--- src/rtl/piso_pkg.sv ---
`default_nettype none
// ============================================================================
//  Module      : piso_pkg
//  Description : Shared types and helpers for the PISO serializer: the
//                two-state FSM encoding and the frame-length function.
//  Revision    : 1.0 - initial release
// ============================================================================
package piso_pkg;

    // IDLE: no frame held. SHIFT: frame held, bits still pending.
    typedef enum logic [0:0] {
        IDLE  = 1'b0,
        SHIFT = 1'b1
    } state_t;

    // Number of serial bits per frame: the data bits plus an optional parity bit.
    function automatic int frame_len(input int width, input bit parity_en);
        return parity_en ? (width + 1) : width;
    endfunction

endpackage
`default_nettype wire

--- src/rtl/piso_bit_counter.sv ---
`default_nettype none
// ============================================================================
//  Module      : piso_bit_counter
//  Description : Bits-remaining counter for the PISO serializer. Loads the
//                frame length, decrements once per consumed bit, saturates
//                at zero and flags when exactly one bit is left.
//  Revision    : 1.0 - initial release
// ============================================================================
module piso_bit_counter #(
    parameter int CNT_W = 4
) (
    input  logic             clk,
    input  logic             rst,
    input  logic             i_load,
    input  logic [CNT_W-1:0] i_load_value,
    input  logic             i_dec_en,
    output logic             o_is_one
);

    logic [CNT_W-1:0] r_count;

    // Load has priority over decrement; a count of zero never wraps.
    always_ff @(posedge clk or negedge rst) begin
        if (!rst) begin
            r_count <= '0;
        end else if (i_load) begin
            r_count <= i_load_value;
        end else if (i_dec_en && (r_count != '0)) begin
            r_count <= r_count - CNT_W'(1);
        end
    end

    assign o_is_one = (r_count == CNT_W'(1));

endmodule
`default_nettype wire

--- src/rtl/piso_serializer.sv ---
`default_nettype none
// ============================================================================
//  Module      : piso_serializer
//  Description : Parallel-in / serial-out serializer with valid/ready
//                handshakes on both sides and back-to-back frame support.
//                Build option PISO_PARITY_EN appends an even-parity bit
//                (XOR of the data word) after the data bits; that bit then
//                carries ser_last.
//  Revision    : 1.0 - initial release
// ============================================================================
module piso_serializer
    import piso_pkg::*;
#(
    parameter int WIDTH     = 8,
    parameter int LSB_FIRST = 1
) (
    input  logic             clk,
    input  logic             rst,
    input  logic             load_valid,
    output logic             load_ready,
    input  logic [WIDTH-1:0] par_data,
    output logic             ser_out,
    output logic             ser_valid,
    input  logic             ser_ready,
    output logic             ser_last,
    output logic             busy
);

`ifdef PISO_PARITY_EN
    localparam bit c_parity_en = 1'b1;
`else
    localparam bit c_parity_en = 1'b0;
`endif

    localparam int c_flen  = frame_len(WIDTH, c_parity_en);
    localparam int c_cnt_w = $clog2(c_flen + 1);

    state_t             r_state;
    logic [c_flen-1:0]  r_shreg;
    logic [c_flen-1:0]  w_load_word;
    logic [c_flen-1:0]  w_shift_word;
    logic [c_cnt_w-1:0] w_cnt_load;
    logic               w_out_bit;
    logic               w_cnt_is_one;
    logic               w_load_acc;
    logic               w_consume;

    assign w_cnt_load = c_cnt_w'(c_flen);

    // The output end of the shift register is bit 0 for LSB-first and the
    // top bit for MSB-first. With parity, the parity bit sits at the far end
    // so it leaves after every data bit.
    generate
        if (LSB_FIRST != 0) begin : g_lsb_first
            assign w_shift_word = {1'b0, r_shreg[c_flen-1:1]};
            assign w_out_bit    = r_shreg[0];
`ifdef PISO_PARITY_EN
            assign w_load_word  = {^par_data, par_data};
`else
            assign w_load_word  = par_data;
`endif
        end else begin : g_msb_first
            assign w_shift_word = {r_shreg[c_flen-2:0], 1'b0};
            assign w_out_bit    = r_shreg[c_flen-1];
`ifdef PISO_PARITY_EN
            assign w_load_word  = {par_data, ^par_data};
`else
            assign w_load_word  = par_data;
`endif
        end
    endgenerate

    // Handshake decode. load_ready is forced low for as long as rst is held.
    assign ser_valid  = (r_state == SHIFT);
    assign busy       = (r_state == SHIFT);
    assign ser_last   = ser_valid & w_cnt_is_one;
    assign ser_out    = ser_valid & w_out_bit;
    assign load_ready = rst & ((r_state == IDLE) | (ser_last & ser_ready));
    assign w_load_acc = load_valid & load_ready;
    assign w_consume  = ser_valid & ser_ready;

    // FSM and shift register: a load (including one on the last-bit edge)
    // wins over a shift; consuming the last bit alone returns to IDLE.
    always_ff @(posedge clk or negedge rst) begin
        if (!rst) begin
            r_state <= IDLE;
            r_shreg <= '0;
        end else if (w_load_acc) begin
            r_state <= SHIFT;
            r_shreg <= w_load_word;
        end else if (w_consume) begin
            r_shreg <= w_shift_word;
            if (w_cnt_is_one) begin
                r_state <= IDLE;
            end
        end
    end

    piso_bit_counter #(
        .CNT_W (c_cnt_w)
    ) u_bit_counter (
        .clk          (clk),
        .rst          (rst),
        .i_load       (w_load_acc),
        .i_load_value (w_cnt_load),
        .i_dec_en     (w_consume & ~w_load_acc),
        .o_is_one     (w_cnt_is_one)
    );

endmodule
`default_nettype wire

--- config.mk ---
export PLATFORM = sky130hd
export DESIGN_NAME = piso_serializer
export DESIGN_NICKNAME = d
export VERILOG_FILES = /design/src/rtl/piso_pkg.sv /design/src/rtl/piso_bit_counter.sv /design/src/rtl/piso_serializer.sv
export SDC_FILE = /design/constraint.sdc
export NUM_CORES = 1
export LEC_CHECK = 0
export CAP_MARGIN = 20
export CORE_MARGIN = 4
export CORE_UTILIZATION = 50
export DETAILED_ROUTE_END_ITERATION = 12
export PLACE_DENSITY_LB_ADDON = 0.3
export SLEW_MARGIN = 20
export SYNTH_ARGS = -nofsm -noshare
export SYNTH_HDL_FRONTEND = slang
export SYNTH_SLANG_ARGS = --single-unit
export TNS_END_PERCENT = 20
--- constraint.sdc ---
create_clock -name clk -period 3.09 [get_ports clk]
set_input_delay 0.927 -clock clk [delete_from_list [all_inputs] [get_ports clk]]
set_output_delay 0.927 -clock clk [all_outputs]
set_load 0.01 [all_outputs]
==> metrics.txt <==
outcome=completed; die outline area=2161 um2; share of final-layout standard cells stronger than drive strength 1=19.51%; number of setup buffers added after CTS=0; Vias=514; kind of critical path=primary input to primary output; Bufs and invs on worst path=2; port buffer count=16; Async SR Flop Fraction=100.0%; worst clock skew=0.8612 ps; number of flops mapped to enable cells by yosys=0; leak pwr=0.4443 nW; Placeable Area=roughly 1400 um2; maximum vdd drop=344.8 uV; RSZ-0062 raised after global routing=no; Post-Syn Area per Cell=between 10 and 15 um2; arrival time at the worst endpoint=2020 ps; master cell of the clock root buffer=clkbuf_4; most common cell in the synthesized netlist=dfrtp_1; Post-Route Hold Slack=534.5 ps; family of cells with the greatest summed delay on the critical path=buffers and inverters; count of cell types in the netlist=26; Worst Tran Pin Value=570.0 ps; YS warnings=0; height of the die=46.49 um; post-detail-place hpwl=980.5 um; pre-CTS setup slack=-121.3 ps; main area contributors after synthesis=dfrtp_1 44%, mux2_1 11%, mux2_4 10%; source-to-sink clock delay at the later pin of the worst-skew pair=280 ps; area share of the largest cell type after synthesis=43.92%; number of cell rows=13; post-layout minimum cycle time=2945 ps; Ports=17; total design power=0.0006816 W; final slew viol count=0; Hold Buf Count CTS=0; starting density of the core=54.87%; remaining global-route overflow=0; Final Hold Vio Count=0; count of unresolved DRC violations after routing=0; f_max=approximately 0.34 GHz; ys flop type=dfrtp_1; number of antenna violations at the first check in global routing=0; largest fanout on the critical path=2; nature of the critical path startpoint=primary input; category of the worst setup path capture point=primary output; data required time at the worst endpoint=2160 ps; # diodes=0; Max Root-Sink Buffers=2; Die Span X=46.49 um; Area growth, synth to finish=28.38%; CP max-delay cell=clkdlybuf4s50_1; number of flip-flops and latches in the synthesized netlist=13; Commonest cells post-synth=13 x dfrtp_1, 7 x mux2_1, 5 x mux2_4, 5 x nand2_1; H-tree depth reported by CTS=1; final worst-path cycle share=95.30%; path class of the lowest-slack min-delay path=flip-flop to flip-flop; cell count after synthesis=61; Seq/Total Area, Yosys=about 44%; post-route core utilization=70.44%; clock sink count=13; longest individual stage delay on the worst path=480 ps; global-route wire length before repair=2145 um; Initial DRC Count=0; power density over the cells=716.8 nW/um2; vias in the first global route=522; post-synthesis instance area=740.7 um2; Synth Net Count=76; worst setup slack after layout=between 100 and 150 ps; via-per-instance ratio=5.299; TritonCTS clock tree=done; overall fraction of global-route tracks in use=14.79%; Routed WL per cell=13.49 um; global placer's final weighted congestion=0.6558; Max-cap violations=0; worst-path cell chain=clkdlybuf4s50_1 -> nand4bb_1 -> nand2_1 -> and2_1 -> dlygate4sd2_1; library cell occupying the most area in the post-synthesis netlist=dfrtp_1; clock transition at the registers of the reported paths=approximately 80 ps; drt total wl=1309 um; Max-Slew Margin vs Limit=62.00%; total CTS buffers=3; Pre-antenna DRT Iters=1; final layout net count=98; setup violators final=0; antenna violation net count after detailed routing=0; maximum number of pins on one net before global-route repair=15
==> logic make-up (layout without fill, tap and decap cells) <==
kind of cell,count (synthesis),in the layout,share of synthesized area [%]
buffers and inverters,6,27,4.729
flip-flops,13,13,43.92
AO/OA/AOI/OAI,8,8,7.941
AND/OR/NAND/NOR,16,16,13.18
adder cells (fa/ha/maj),3,3,5.068
multiplexers,15,15,25.17
==> flip-flops by register name (all words and copies together), names as in the netlist <==
signal                 flops
r_shreg                    8
u_bit_counter.r_count      4
busy                       1
==> metrics by stage <==
| stage | cell area (um2) | std cells | TNS, ps |
|---|---|---|---|
| after global placement | 925.9 | 93 | -100.3 |
| final | 950.9 | 97 | 0 |
| after detailed placement | 925.9 | 93 | -121.3 |
| after CTS | 950.9 | 97 | 0 |
| after floorplan | 740.7 | 61 | 0 |
| after global routing | 950.9 | 97 | 0 |
==> layout make-up <==
type                            count  area (um2)
Fill cell                          96       399.1
Multi-Input combinational cell     42       380.4
Sequential cell                    13       325.3
Timing Repair Buffer               20       188.9
Clock buffer                        4       26.28
Tap cell                           15       18.77
Inverter                            3       11.26
==> worst paths after layout <==
kind | from | endpoint | slack, ps | cells after the start
setup / recovery | ser_ready | load_ready | 150 | 5
hold / removal | r_shreg[7] | r_shreg[7] | 530 | 2
setup reg to reg | u_bit_counter.r_count[1] | r_shreg[3] | 1170 | 6
hold reg to reg | r_shreg[7] | r_shreg[7] | 530 | 2
max in group asynchronous | rst | r_shreg[0] | 1940 | 2
min in group asynchronous | rst | u_bit_counter.r_count[2] | 980 | 2
==> what timing repair did <==
item / CTS / global route
hold endpoints to repair: 0 / 0
resized for setup: 1 / 0
setup endpoints to repair: 1 / 0
==> routing by layer <==
layer	GRT usage, %	up-vias	part of all wire (%)
li1	-	257	-
met1	16.71	237	44
met2	23.90	16	45
met3	5.078	4	7.9
met4	8.523	0	2.4
met5	0	-	0
==> cells in the final DEF, fill, tap and decap left out, types with 2 or more instances in the layout <==
| cell | count |
|---|---|
| dfrtp_1 | 13 |
| buf_4 | 4 |
| clkbuf_4 | 3 |
| and2_1 | 3 |
| mux2_4 | 5 |
| mux2_2 | 2 |
| a21oi_1 | 2 |
| nand2_1 | 5 |
| mux2_1 | 7 |
| inv_1 | 3 |
| a311oi_1 | 2 |
| ha_1 | 3 |
| clkdlybuf4s50_1 | 15 |
==> power breakdown <==
group	internal, W	leakage, nW	switching (W)	total, W
combinational	0.000172	0.266	0.000114	0.000286
sequential	0.000236	0.164	0.0000535	0.000289
clock	0.0000501	0.0150	0.0000559	0.000106
==> worst reg2reg max path, delay by kind of cell (launching register included) <==
family	cells	cell delay, ps
flip-flops	1	390
multiplexers	1	400
AO/OA/AOI/OAI	1	450
AND/OR/NAND/NOR	1	130
buffers and inverters	2	260
adder cells (fa/ha/maj)	1	180
(Power assumes the default switching activity.)
==> patch (same settings) <==
The parameter `WIDTH` goes from 8 to 16.
--- a/src/rtl/piso_serializer.sv
+++ b/src/rtl/piso_serializer.sv
@@ -13,3 +13,3 @@
 #(
-    parameter int WIDTH     = 8,
+    parameter int WIDTH     = 16,
     parameter int LSB_FIRST = 1
Interface: changed (resized par_data); port bits go from 17 to 25. No check against the original RTL was run, so the function may have changed too.
==> patch against the original RTL <==
Sequential cell count rose by 9; first-iteration DRC count is 47 higher; critical path depth fell by 1; final cell count rose by 90%; global-route usage rose by 3.2 points; final area increased by 58%; synthesized cell count increased by 120%; setup slack better by 21 ps; routed wire length grew 110%; count of clock-buffer cells in the layout stayed put; total power is 71% higher; area after synthesis grew 62%.
==> patch: results (changes against the original RTL) <==
- Critical-path maximum fanout: 2 (unchanged)
- Num CTS Buffers: 3 (unchanged)
- Placement Setup Slack: -87.1 ps (+34.2 ps)
- Static leakage: 0.636 nW (+43%)
- Max Buffers Root-to-Sink: 2 (unchanged)
- Cell variety after synth: 28 (+7.7%)
- Top_reg_cell synth: dfrtp_1
- Worst path arrival time: 2000 ps (-20 ps)
- Hold WC Path Type: reg -> reg
- Final Wtd Congestion: 0.809 (+23%)
- Area contributors post-synth: dfrtp_1 46%, a32oi_1 11%, nand2_1 11%
- Dpl cells: 180 (+94%)
- Port buffer count: 24 (+8)
- N_diodes: 0 (unchanged)
- DR WL/cell: 14.7 µm (+9.2%)
- Fraction of layout cells with a size suffix above 1: 8.97% (-11 points)
- Worst slew margin: 52.4% (-9.6 points)
- Seq/Total Area, Yosys: 45.8% (+1.9 points)
- H-tree depth: 1 (unchanged)
- CTS clk-pin slew, worst paths: 120 ps (+40 ps)
- Pin count of the biggest net entering global routing: 26 (+11)
- First-pass GRT wire length: 4760 µm (+120%)
- Post-Syn Nets: 156 (+110%)
- Largest Register: r_shreg
- Hpwl dp: 1920 µm (+96%)
- Max reg flops: 16 (+8)
- Worst-Skew Late Latency: 300 ps (+20 ps)
- Vias per cell: 5.68 (+7.3%)
- Yosys Warn Count: 0 (unchanged)
- Asr flop ratio synth: 100% (unchanged)
- Initial antenna violation count: 0 (unchanged)
- Outcome: completed
- Gr usage total: 18.0% (+3.2 points)
- Placed Area: 1470 µm² (+58%)
- # fillers: 209 (+120%)
- CTS Root Cell: clkbuf_4
- Via Count: 1046 (+100%)
- Iter 0 DRT Violations: 47 (+47)
- Peak VDD IR: 0.426 mV (+24%)
- TritonRoute pass-1 iters: 4 (+3)
- Via count of the first global-routing pass: 1057 (+100%)
- Postcts setup bufs: 0 (unchanged)
- Synth Area per Inst: 9.04 µm² (-26%)
- DRC: 0 (unchanged)
- Top post-synthesis cells by count: 34 x nand2_1, 22 x dfrtp_1, 15 x a32oi_1, 15 x nor2_1, 6 x buf_2
- Clock Skew: 1.59 ps (+0.729 ps)
patch: cell types whose count changed in the layout (fill, tap and decap cells not counted), sizes merged, moves of 4 or more:
cell / before / now
o21ai: 0 / 4
dfrtp: 13 / 22
clkdlybuf4s50: 15 / 23
a32oi: 0 / 15
nand2: 6 / 34
mux2: 14 / 0
nor2: 0 / 15
patch: report_power, final:
group	total [W]	switching, W	internal [W]
logic	0.000483	0.000238	0.000245
clock network	0.000158	0.0000860	0.0000718
registers	0.000524	0.000110	0.000414
total	0.00116	0.000434	0.000731
patch: worst max-delay path, stage by stage:
cell and delay, ps:
clkdlybuf4s50_1 420, a21bo_1 180, and2_1 180, dlygate4sd2_1 290
patch: logic make-up after synthesis:
family / after synthesis / share of synthesized area (%)
AND/OR/NAND/NOR: 68 / 28.0
AO/OA/AOI/OAI: 28 / 18.4
flip-flops: 22 / 45.8
buffers and inverters: 12 / 4.68
adder cells (fa/ha/maj): 3 / 3.12
patch: area by class of cell:
type                       instances  area [µm²]  area share [%]
clock buffer                       4        36.3            2.42
inverter                           2        7.51           0.500
multi-input combinational         99         596            39.7
sequential                        22         551            36.7
tap                               28        35.0            2.33
timing repair buffer              29         277            18.4
patch: metal layers:
layer | share of wire [%] | global-route usage, % | vias to the layer above
met2 | 50 | 29.2 | 18
met5 | 0 | 0 | -
met4 | 0.48 | 4.97 | 0
met3 | 4.4 | 2.71 | 2
li1 | - | - | 520
met1 | 45 | 25.2 | 506
patch: repair_timing:
item,in CTS,in global routing
setup endpoints to repair,1,0
hold endpoints to repair,0,0
gates resized for setup,1,0
patch: worst paths after layout:
path                                          startpoint                       end  slack [ps]  depth (start not counted)
worst max-delay path                           ser_ready                load_ready         170                          4
worst min-delay path                          r_shreg[0]                r_shreg[0]         560                          2
worst max register to register  u_bit_counter.r_count[0]               r_shreg[13]        1330                          4
worst min register to register                r_shreg[0]                r_shreg[0]         560                          2
max in group asynchronous                            rst                r_shreg[7]        1840                          2
min in group asynchronous                            rst  u_bit_counter.r_count[2]        1010                          2
patch: stage by stage:
step | util [%] | power (W)
CTS | 66.6 | 0.00117
finish | 66.6 | 0.00116
global route | 66.6 | 0.00126
global placement | 65.0 | 0.000987
floorplan | - | 0.000855
detailed placement | 65.0 | 0.00102
